===== config.mk =====
export PLATFORM = sky130hd
export DESIGN_NAME = vga_scan_ctrl
export DESIGN_NICKNAME = d
export VERILOG_FILES = /design/src/rtl/vga_scan_ctrl.sv
export SDC_FILE = /design/constraint.sdc
export NUM_CORES = 1
export LEC_CHECK = 0
export BUFFER_PORTS_ARGS = -buffer_cell sky130_fd_sc_hd__buf_2
export CORE_MARGIN = 4
export CORE_UTILIZATION = 45
export CTS_CLUSTER_SIZE = 10
export DETAILED_ROUTE_END_ITERATION = 6
export PLACE_DENSITY = 0.77
export SLEW_MARGIN = 20
export SYNTH_ARGS = -nofsm -noshare
export SYNTH_HDL_FRONTEND = slang
export SYNTH_SLANG_ARGS = --single-unit

===== constraint.sdc =====
create_clock -name iClk -period 2 [get_ports iClk]
set_input_delay 0.2 -clock iClk [delete_from_list [all_inputs] [get_ports iClk]]
set_output_delay 0.2 -clock iClk [all_outputs]
set_load 0.005 [all_outputs]

===== src/rtl/vga_scan_ctrl.sv =====
// vga_scan_ctrl: scan controller for a combinational pixel-source ROM.
// Generates horizontal/vertical pixel addresses, registers the returned
// colour and produces aligned VGA sync, blank and frame-start outputs.
// Scanning starts and stops only on frame boundaries under iEn.
//
// Ports:
//   iClk, iRst_n            pixel clock, asynchronous active-low reset
//   iEn                     scan enable
//   oHAddr, oVAddr          pixel address (raw counters, porches included)
//   iRed, iGreen, iBlue     colour from the pixel source for oHAddr/oVAddr
//   oVgaR, oVgaG, oVgaB     registered colour, zero outside the visible area
//   oHsync, oVsync          registered syncs, active level SYNC_POL
//   oBlank_n                registered, high in the visible region
//   oFrameStart             one-cycle pulse aligned with output pixel (0,0)
//   oFrameCnt               (SCAN_FRAME_CNT_EN only) 16-bit wrapping count
//                           of frame-start pulses
//
// Optional feature macro: SCAN_FRAME_CNT_EN.
module vga_scan_ctrl #(
  parameter int unsigned addrWidth = 11,
  parameter int unsigned H_ACTIVE  = 800,
  parameter int unsigned H_FP      = 40,
  parameter int unsigned H_SYNC    = 128,
  parameter int unsigned H_BP      = 88,
  parameter int unsigned V_ACTIVE  = 600,
  parameter int unsigned V_FP      = 1,
  parameter int unsigned V_SYNC    = 4,
  parameter int unsigned V_BP      = 23,
  parameter logic        SYNC_POL  = 1'b1
) (
  input  logic                 iClk,
  input  logic                 iRst_n,
  input  logic                 iEn,
  output logic [addrWidth-1:0] oHAddr,
  output logic [addrWidth-1:0] oVAddr,
  input  logic [7:0]           iRed,
  input  logic [7:0]           iGreen,
  input  logic [7:0]           iBlue,
  output logic [7:0]           oVgaR,
  output logic [7:0]           oVgaG,
  output logic [7:0]           oVgaB,
  output logic                 oHsync,
  output logic                 oVsync,
  output logic                 oBlank_n,
  output logic                 oFrameStart
`ifdef SCAN_FRAME_CNT_EN
  ,
  output logic [15:0]          oFrameCnt
`endif
);

  localparam int unsigned H_TOTAL      = H_ACTIVE + H_FP + H_SYNC + H_BP;
  localparam int unsigned V_TOTAL      = V_ACTIVE + V_FP + V_SYNC + V_BP;
  localparam int unsigned H_SYNC_START = H_ACTIVE + H_FP;
  localparam int unsigned H_SYNC_END   = H_SYNC_START + H_SYNC - 1;
  localparam int unsigned V_SYNC_START = V_ACTIVE + V_FP;
  localparam int unsigned V_SYNC_END   = V_SYNC_START + V_SYNC - 1;

  typedef enum logic [1:0] {
    ST_IDLE     = 2'd0,
    ST_RUN      = 2'd1,
    ST_STOPPING = 2'd2
  } state_e;

  state_e               state_q, state_d;
  logic                 en_q;
  logic [addrWidth-1:0] h_cnt_q, h_cnt_d;
  logic [addrWidth-1:0] v_cnt_q, v_cnt_d;

  logic [7:0] vga_r_q, vga_r_d;
  logic [7:0] vga_g_q, vga_g_d;
  logic [7:0] vga_b_q, vga_b_d;
  logic       hsync_q, hsync_d;
  logic       vsync_q, vsync_d;
  logic       blank_n_q, blank_n_d;
  logic       frame_start_q, frame_start_d;

  logic scanning;
  logic h_last;
  logic v_last;
  logic visible;
  logic h_in_sync;
  logic v_in_sync;

  // Position decode from the current counters
  always_comb begin
    scanning  = (state_q != ST_IDLE);
    h_last    = (h_cnt_q == addrWidth'(H_TOTAL - 1));
    v_last    = (v_cnt_q == addrWidth'(V_TOTAL - 1));
    visible   = (h_cnt_q < addrWidth'(H_ACTIVE)) && (v_cnt_q < addrWidth'(V_ACTIVE));
    h_in_sync = (h_cnt_q >= addrWidth'(H_SYNC_START)) && (h_cnt_q <= addrWidth'(H_SYNC_END));
    v_in_sync = (v_cnt_q >= addrWidth'(V_SYNC_START)) && (v_cnt_q <= addrWidth'(V_SYNC_END));
  end

  // Next state, counters and output-stage inputs
  always_comb begin
    state_d       = state_q;
    h_cnt_d       = h_cnt_q;
    v_cnt_d       = v_cnt_q;
    vga_r_d       = 8'd0;
    vga_g_d       = 8'd0;
    vga_b_d       = 8'd0;
    hsync_d       = !SYNC_POL;
    vsync_d       = !SYNC_POL;
    blank_n_d     = 1'b0;
    frame_start_d = 1'b0;

    unique case (state_q)
      ST_IDLE: begin
        if (en_q) state_d = ST_RUN;
      end
      ST_RUN: begin
        if (!en_q) state_d = ST_STOPPING;
      end
      ST_STOPPING: begin
        // Re-enable wins over the end-of-frame stop so there is no gap
        if (en_q)                 state_d = ST_RUN;
        else if (h_last && v_last) state_d = ST_IDLE;
      end
      default: state_d = ST_IDLE;
    endcase

    if (scanning) begin
      h_cnt_d = h_last ? '0 : h_cnt_q + addrWidth'(1);
      if (h_last) v_cnt_d = v_last ? '0 : v_cnt_q + addrWidth'(1);

      if (visible) begin
        vga_r_d = iRed;
        vga_g_d = iGreen;
        vga_b_d = iBlue;
      end
      hsync_d       = h_in_sync ? SYNC_POL : !SYNC_POL;
      vsync_d       = v_in_sync ? SYNC_POL : !SYNC_POL;
      blank_n_d     = visible;
      frame_start_d = (h_cnt_q == '0) && (v_cnt_q == '0);
    end else begin
      h_cnt_d = '0;
      v_cnt_d = '0;
    end
  end

  // iEn is sampled into a flop ahead of the FSM, so a scan begins two edges
  // after iEn is first seen and the first frame-start pulse follows one later
  always_ff @(posedge iClk or negedge iRst_n) begin
    if (!iRst_n) begin
      en_q    <= 1'b0;
      state_q <= ST_IDLE;
      h_cnt_q <= '0;
      v_cnt_q <= '0;
    end else begin
      en_q    <= iEn;
      state_q <= state_d;
      h_cnt_q <= h_cnt_d;
      v_cnt_q <= v_cnt_d;
    end
  end

  // Output stage: one register for colour, syncs, blank and frame start
  always_ff @(posedge iClk or negedge iRst_n) begin
    if (!iRst_n) begin
      vga_r_q       <= 8'd0;
      vga_g_q       <= 8'd0;
      vga_b_q       <= 8'd0;
      hsync_q       <= !SYNC_POL;
      vsync_q       <= !SYNC_POL;
      blank_n_q     <= 1'b0;
      frame_start_q <= 1'b0;
    end else begin
      vga_r_q       <= vga_r_d;
      vga_g_q       <= vga_g_d;
      vga_b_q       <= vga_b_d;
      hsync_q       <= hsync_d;
      vsync_q       <= vsync_d;
      blank_n_q     <= blank_n_d;
      frame_start_q <= frame_start_d;
    end
  end

`ifdef SCAN_FRAME_CNT_EN
  logic [15:0] frame_cnt_q, frame_cnt_d;

  // Counts on the same edge that raises oFrameStart, so it reads 1 in frame 1
  always_comb begin
    frame_cnt_d = frame_cnt_q;
    if (frame_start_d) frame_cnt_d = frame_cnt_q + 16'd1;
  end

  always_ff @(posedge iClk or negedge iRst_n) begin
    if (!iRst_n) frame_cnt_q <= 16'd0;
    else         frame_cnt_q <= frame_cnt_d;
  end

  assign oFrameCnt = frame_cnt_q;
`endif

  assign oHAddr      = h_cnt_q;
  assign oVAddr      = v_cnt_q;
  assign oVgaR       = vga_r_q;
  assign oVgaG       = vga_g_q;
  assign oVgaB       = vga_b_q;
  assign oHsync      = hsync_q;
  assign oVsync      = vsync_q;
  assign oBlank_n    = blank_n_q;
  assign oFrameStart = frame_start_q;

endmodule


Word-level counts from Yosys, hierarchy flattened
Cells that the tools add are included.
Word-level totals
  word-level logic and storage cells: 59
  output and inout port bits: 50
  input port bits: 27
  bits in registers: 53
Cells by class
  mux-type cells: 22
  reduce and logical (&&, ||, !) cells: 10
  eq/ne operators: 8
  add/subtract/negate cells: 2
  magnitude comparators: 6
Operator list (number)
  $mux W11: 5
  $mux W8: 6
  $add A11 B1 Y11 const B: 2
  $ge A11 B10 Y1 const B: 2
  $le A11 B10 Y1 const B: 2
  $logic_not A11 Y1: 2
  $lt A11 B10 Y1 const B: 2
  $eq A11 B10 Y1 const B: 1
  $eq A11 B11 Y1 const B: 1
  $mux W2: 4
  $mux W1: 6
  $pmux W2 S3: 1
  $logic_and A1 B1 Y1: 5
  $ne A2 B2 Y1 const B: 2
  $ne A3 B3 Y1 const B: 1
  $reduce_and A3 Y1: 1
  $eq A2 B1 Y1 const B: 1
  $eq A2 B2 Y1 const B: 1
  $logic_not A2 Y1: 1
  $ne A2 B1 Y1 const B: 1
  $reduce_bool A2 Y1: 1

Longest topological paths before layout
  depth after elaboration: 5
  gate-level depth with buffers: 6
  gate-level depth less buffers: 5

Worst setup path after synthesis
Ideal clock, no wire load.
  kind: reg2reg
  start: register v_cnt_q[5], in the netlist oVAddr[5]
  end: register vga_b_q[2], in the netlist oVgaB[2]
  arrival time: 1.800 ns
  cell stages (with the launch flop): 7
  setup time: 0.117 ns
  data required time: 1.883 ns
  setup slack: 0.084 ns
  clock period less this slack: 1.916 ns
  buffers on the path: 2
  cells stage by stage: dfrtp_1 buf_6 or3_1 or4_4 o2111a_4 buf_6 and2_4
Between the ends
  word-level cells in the longest chain between the ends: 4
Ends and longest elaborated chain
  start, declared: line 68  | logic [addrWidth-1:0] v_cnt_q, v_cnt_d;
  start signal, assigned: line 154  | v_cnt_q <= v_cnt_d;
  $lt A11 B10 Y1: line 90  | visible = (h_cnt_q < addrWidth'(H_ACTIVE)) && (v_cnt_q < addrWidth'(V_ACTIVE));
  $logic_and A1 B1 Y1: line 90
  $mux W8: line 127  | if (visible) begin
  $mux W8: line 123  | if (scanning) begin
  net vga_b_d[2]: line 72  | logic [7:0] vga_b_q, vga_b_d;
  end signal, assigned: line 171  | vga_b_q <= vga_b_d;
  end, declared: line 72
The timed path passes the listed nets, and every way through them passes these cells.
A chain may end at the register's enable or synchronous reset.

Final worst setup path
  start: register v_cnt_q[10], in the netlist oVAddr[10]
  end: register vga_g_q[7], in the netlist oVgaG[7]
Between the ends
  word-level cells in the longest chain between the ends: 4
Ends and longest elaborated chain
  $lt A11 B10 Y1: line 90
  $logic_and A1 B1 Y1: line 90
  $mux W8: line 127
  $mux W8: line 123
  net vga_g_d[7]: line 71  | logic [7:0] vga_g_q, vga_g_d;
  end signal, assigned: line 170  | vga_g_q <= vga_g_d;
  end, declared: line 71
The timed path passes the listed nets, and every way through them passes these cells.

==> results.py <==
metrics = {
    "detailed_routing": {
        "drt_first_pass_iters": 6,
        "num_vias": 2011,
        "wirelength_um": 5650,
        "routed_via_density": 5.26,
        "drtIter0Drc": 118,
        "drc": 0,
        "drtAntennaViolNets": 0,
        "wire_per_inst_um": 14.8,
    },
    "timing": {
        "skew_ns": 0.00678,
        "final.period_utilization_pct": 93.2,
        "relSlewSlack_pct": 65.6,
        "rsz0062_at_grt": "false",
        "final-max-slew-violation-count": 0,
        "finalCriticalPeriod_ns": 1.86,
        "fmax_mhz": 537,
        "final_hold_viol_count": 0,
        "tns_ns": 0,
        "setup_viol": 0,
        "tightest_slew_ns": 0.515,
    },
    "clocking": {
        "clk_path_buf_depth": 2,
        "clkTransAtPathRegs_ns": 0.09,
        "root_buffer": "clkbuf_8",
        "clock_latency_ns": 0.31,
        "cts_resized": 0,
        "htreeDepth": 2,
        "postCtsSetupRepairBufs": 0,
        "numCtsBuffers": 5,
        "cts_tree": "built",
        "cts_num_sinks": 53,
    },
    "logic_synthesis": {
        "synth-edff-count": 0,
        "syn_inst": 219,
        "synth_flop_cell": "dfrtp_1",
        "synth_top_cell_by_area": "dfrtp_1",
        "netlist_area_um2": 2410,
        "synthDominantCellAreaShare_pct": 55.1,
        "yosysSeqAreaShare_pct": 55.1,
        "synth-seq-cells": 53,
        "synth.most_common_cell": "dfrtp_1",
        "async_reset_ff_share_pct": 100,
        "synth_commonest_cells": "dfrtp_1, and2_4, nor2_1",
        "synth_cell_type_count": 42,
        "syn_area_per_cell_um2": 11.0,
        "synth_area_leaders": "dfrtp_1, and2_4, ha_1",
        "syn_nets": 251,
        "ys_warn_count": 0,
    },
    "cells_and_area": {
        "ff_latch_area_um2": 1330,
        "multi_input_area_um2": 992,
        "area_delta_synth_final_pct": 28.1,
        "post-route-util_pct": 60.0,
        "finalNetCount": 343,
        "diodes": 0,
        "drive_gt1_share_pct": 38.8,
        "n_fill_cell": 451,
    },
    "placed_design": {
        "portBuffers": 76,
        "hpwl_um": 4170,
        "gp_congestion": 0.815,
    },
    "setup_path": {
        "max_stage_delay_ns": 0.53,
        "cp_max_fo": 25,
        "worstPathArrival_ns": 2.06,
        "critPathTopFamily": "simple AND/OR/NAND/NOR gates",
        "worstReg2RegEnd": "oVgaG[7]",
        "worstPathRequired_ns": 2.20,
        "critPathCaptureType": "flop",
        "reg2reg_from": "oVAddr[10]",
        "critPathLaunch": "oVAddr[10]",
        "rr_worst_depth": 4,
        "crit_chain": "or3_1 > or4_4 > o2111a_4 > and2_1",
        "crit_path_start_kind": "flop",
        "critPathKind": "reg2reg",
        "slowest_stage": "or4_4",
        "cp.buffers_inverters": 0,
        "reg2reg_slack_ns": 0.14,
    },
    "floorplanning": {
        "core_area_um2": 5140,
        "die_h_um": 81.2,
        "fp.dieW_um": 81.2,
        "dieArea_um2": 6590,
        "fp-row-count": 26,
        "start_util_pct": 46.9,
        "pin_count": 77,
    },
    "min_path": {
        "hold_class": "in2reg",
        "holdPathStages": 2,
        "hold_path_end": "oVgaB[7]",
        "min_from": "iBlue[7]",
    },
    "job": {
        "cap_violations": 0,
    },
    "pwr": {
        "leakage_nw": 1.54,
        "p_per_area_nw_per_um2": 745,
        "ir_worst_vdd_mv": 0.401,
    },
    "global_route": {
        "grt_first_pass_wirelength_um": 9010,
        "track_usage_pct": 17.8,
        "grt_max_degree": 26,
        "grt_pass1_vias": 1879,
        "antenna_found_initial": 0,
        "gr-total-overflow": 0,
    },
    "outcome": {
        "outcome": "finished clean",
    },
}
[metal layers]
layer | vias up | GRT usage (%) | share of wire, %
li1 | 957 | - | -
met1 | 945 | 24.2 | 44
met2 | 98 | 27.9 | 45
met3 | 11 | 4.66 | 9.8
met4 | 0 | 5.57 | 1.1
met5 | - | 0 | 0
[through the flow]
stage	cell area [um^2]	power, mW	std cells	worst slack [ns]	hold WS, ns
global placement	2950	1.59	372	0.200	0.191
global route	3080	2.43	382	0.0112	0.0866
floorplan	2410	1.40	219	0.0838	-0.0956
finish	3080	2.30	382	0.136	0.104
CTS	3080	2.32	382	0.141	0.0989
detailed placement	2950	1.60	372	0.166	0.200
[timing repair]
action                     CTS  global route
setup endpoints to repair    0             0
hold buffers                 2             0
hold endpoints to repair    21             0
[worst register-to-register path, stage by stage (launching register included)]
cell and delay [ns]:
dfrtp_1 0.40, or3_1 0.39, or4_4 0.53, o2111a_4 0.25, and2_1 0.19
[flip-flops by register name (all words and copies together), names as in the netlist]
name / cells
oHAddr: 11
oVAddr: 11
oVgaB: 8
oVgaG: 8
oVgaR: 8
state_q: 2
en_q: 1
oBlank_n: 1
oFrameStart: 1
oHsync: 1
oVsync: 1
[cells by family after synthesis]
logic type	count (synthesis)	synth area share (%)
compound gates	38	11.1
flops	53	55.1
fa+ha+maj	5	2.60
xor+xnor	9	3.27
buf+inv	18	3.74
simple gates	96	24.2
[placed cells by master (no fill, tap or decap), drive strengths merged, types with 6 or more instances in the layout]
| cell | synthesis | final |
|---|---|---|
| xnor2 | 6 | 6 |
| a31oi | 9 | 9 |
| clkbuf | 6 | 6 |
| and2 | 25 | 25 |
| nand3 | 9 | 9 |
| dfrtp | 53 | 53 |
| nand2 | 14 | 14 |
| buf | 3 | 92 |
| nor3 | 7 | 7 |
| o21ai | 6 | 6 |
| inv | 9 | 9 |
| nor2 | 16 | 16 |
| nand4 | 6 | 6 |
[cell type report]
cell class	instances	area share (%)
Inverter	9	1.10
Clock inverter	2	1.26
Multi-Input combinational cell	148	32.2
Timing Repair Buffer	94	17.3
Sequential cell	53	43.0
Clock buffer	6	2.35
Tap cell	70	2.84
[where the power goes]
part | switching, mW | leakage [nW] | internal, mW | total, mW
sequential | 0.0368 | 0.693 | 1.15 | 1.19
combinational | 0.187 | 0.787 | 0.206 | 0.394
clock | 0.341 | 0.0554 | 0.376 | 0.717
total | 0.565 | 1.54 | 1.73 | 2.30
[worst max-delay path by stage]
stage	to	slack, ns	cells past startpoint
2_1_floorplan	oVgaB[2]	0.08	6
3_3_place_gp	oVgaG[7]	0.20	4
3_5_place_dp	oVgaR[7]	0.17	4
4_1_cts	oVgaB[3]	0.14	4
5_1_grt	oVAddr[2]	0.01	4
6_report	oVgaG[7]	0.14	4
No activity file was read; power rests on OpenSTA's default activity.
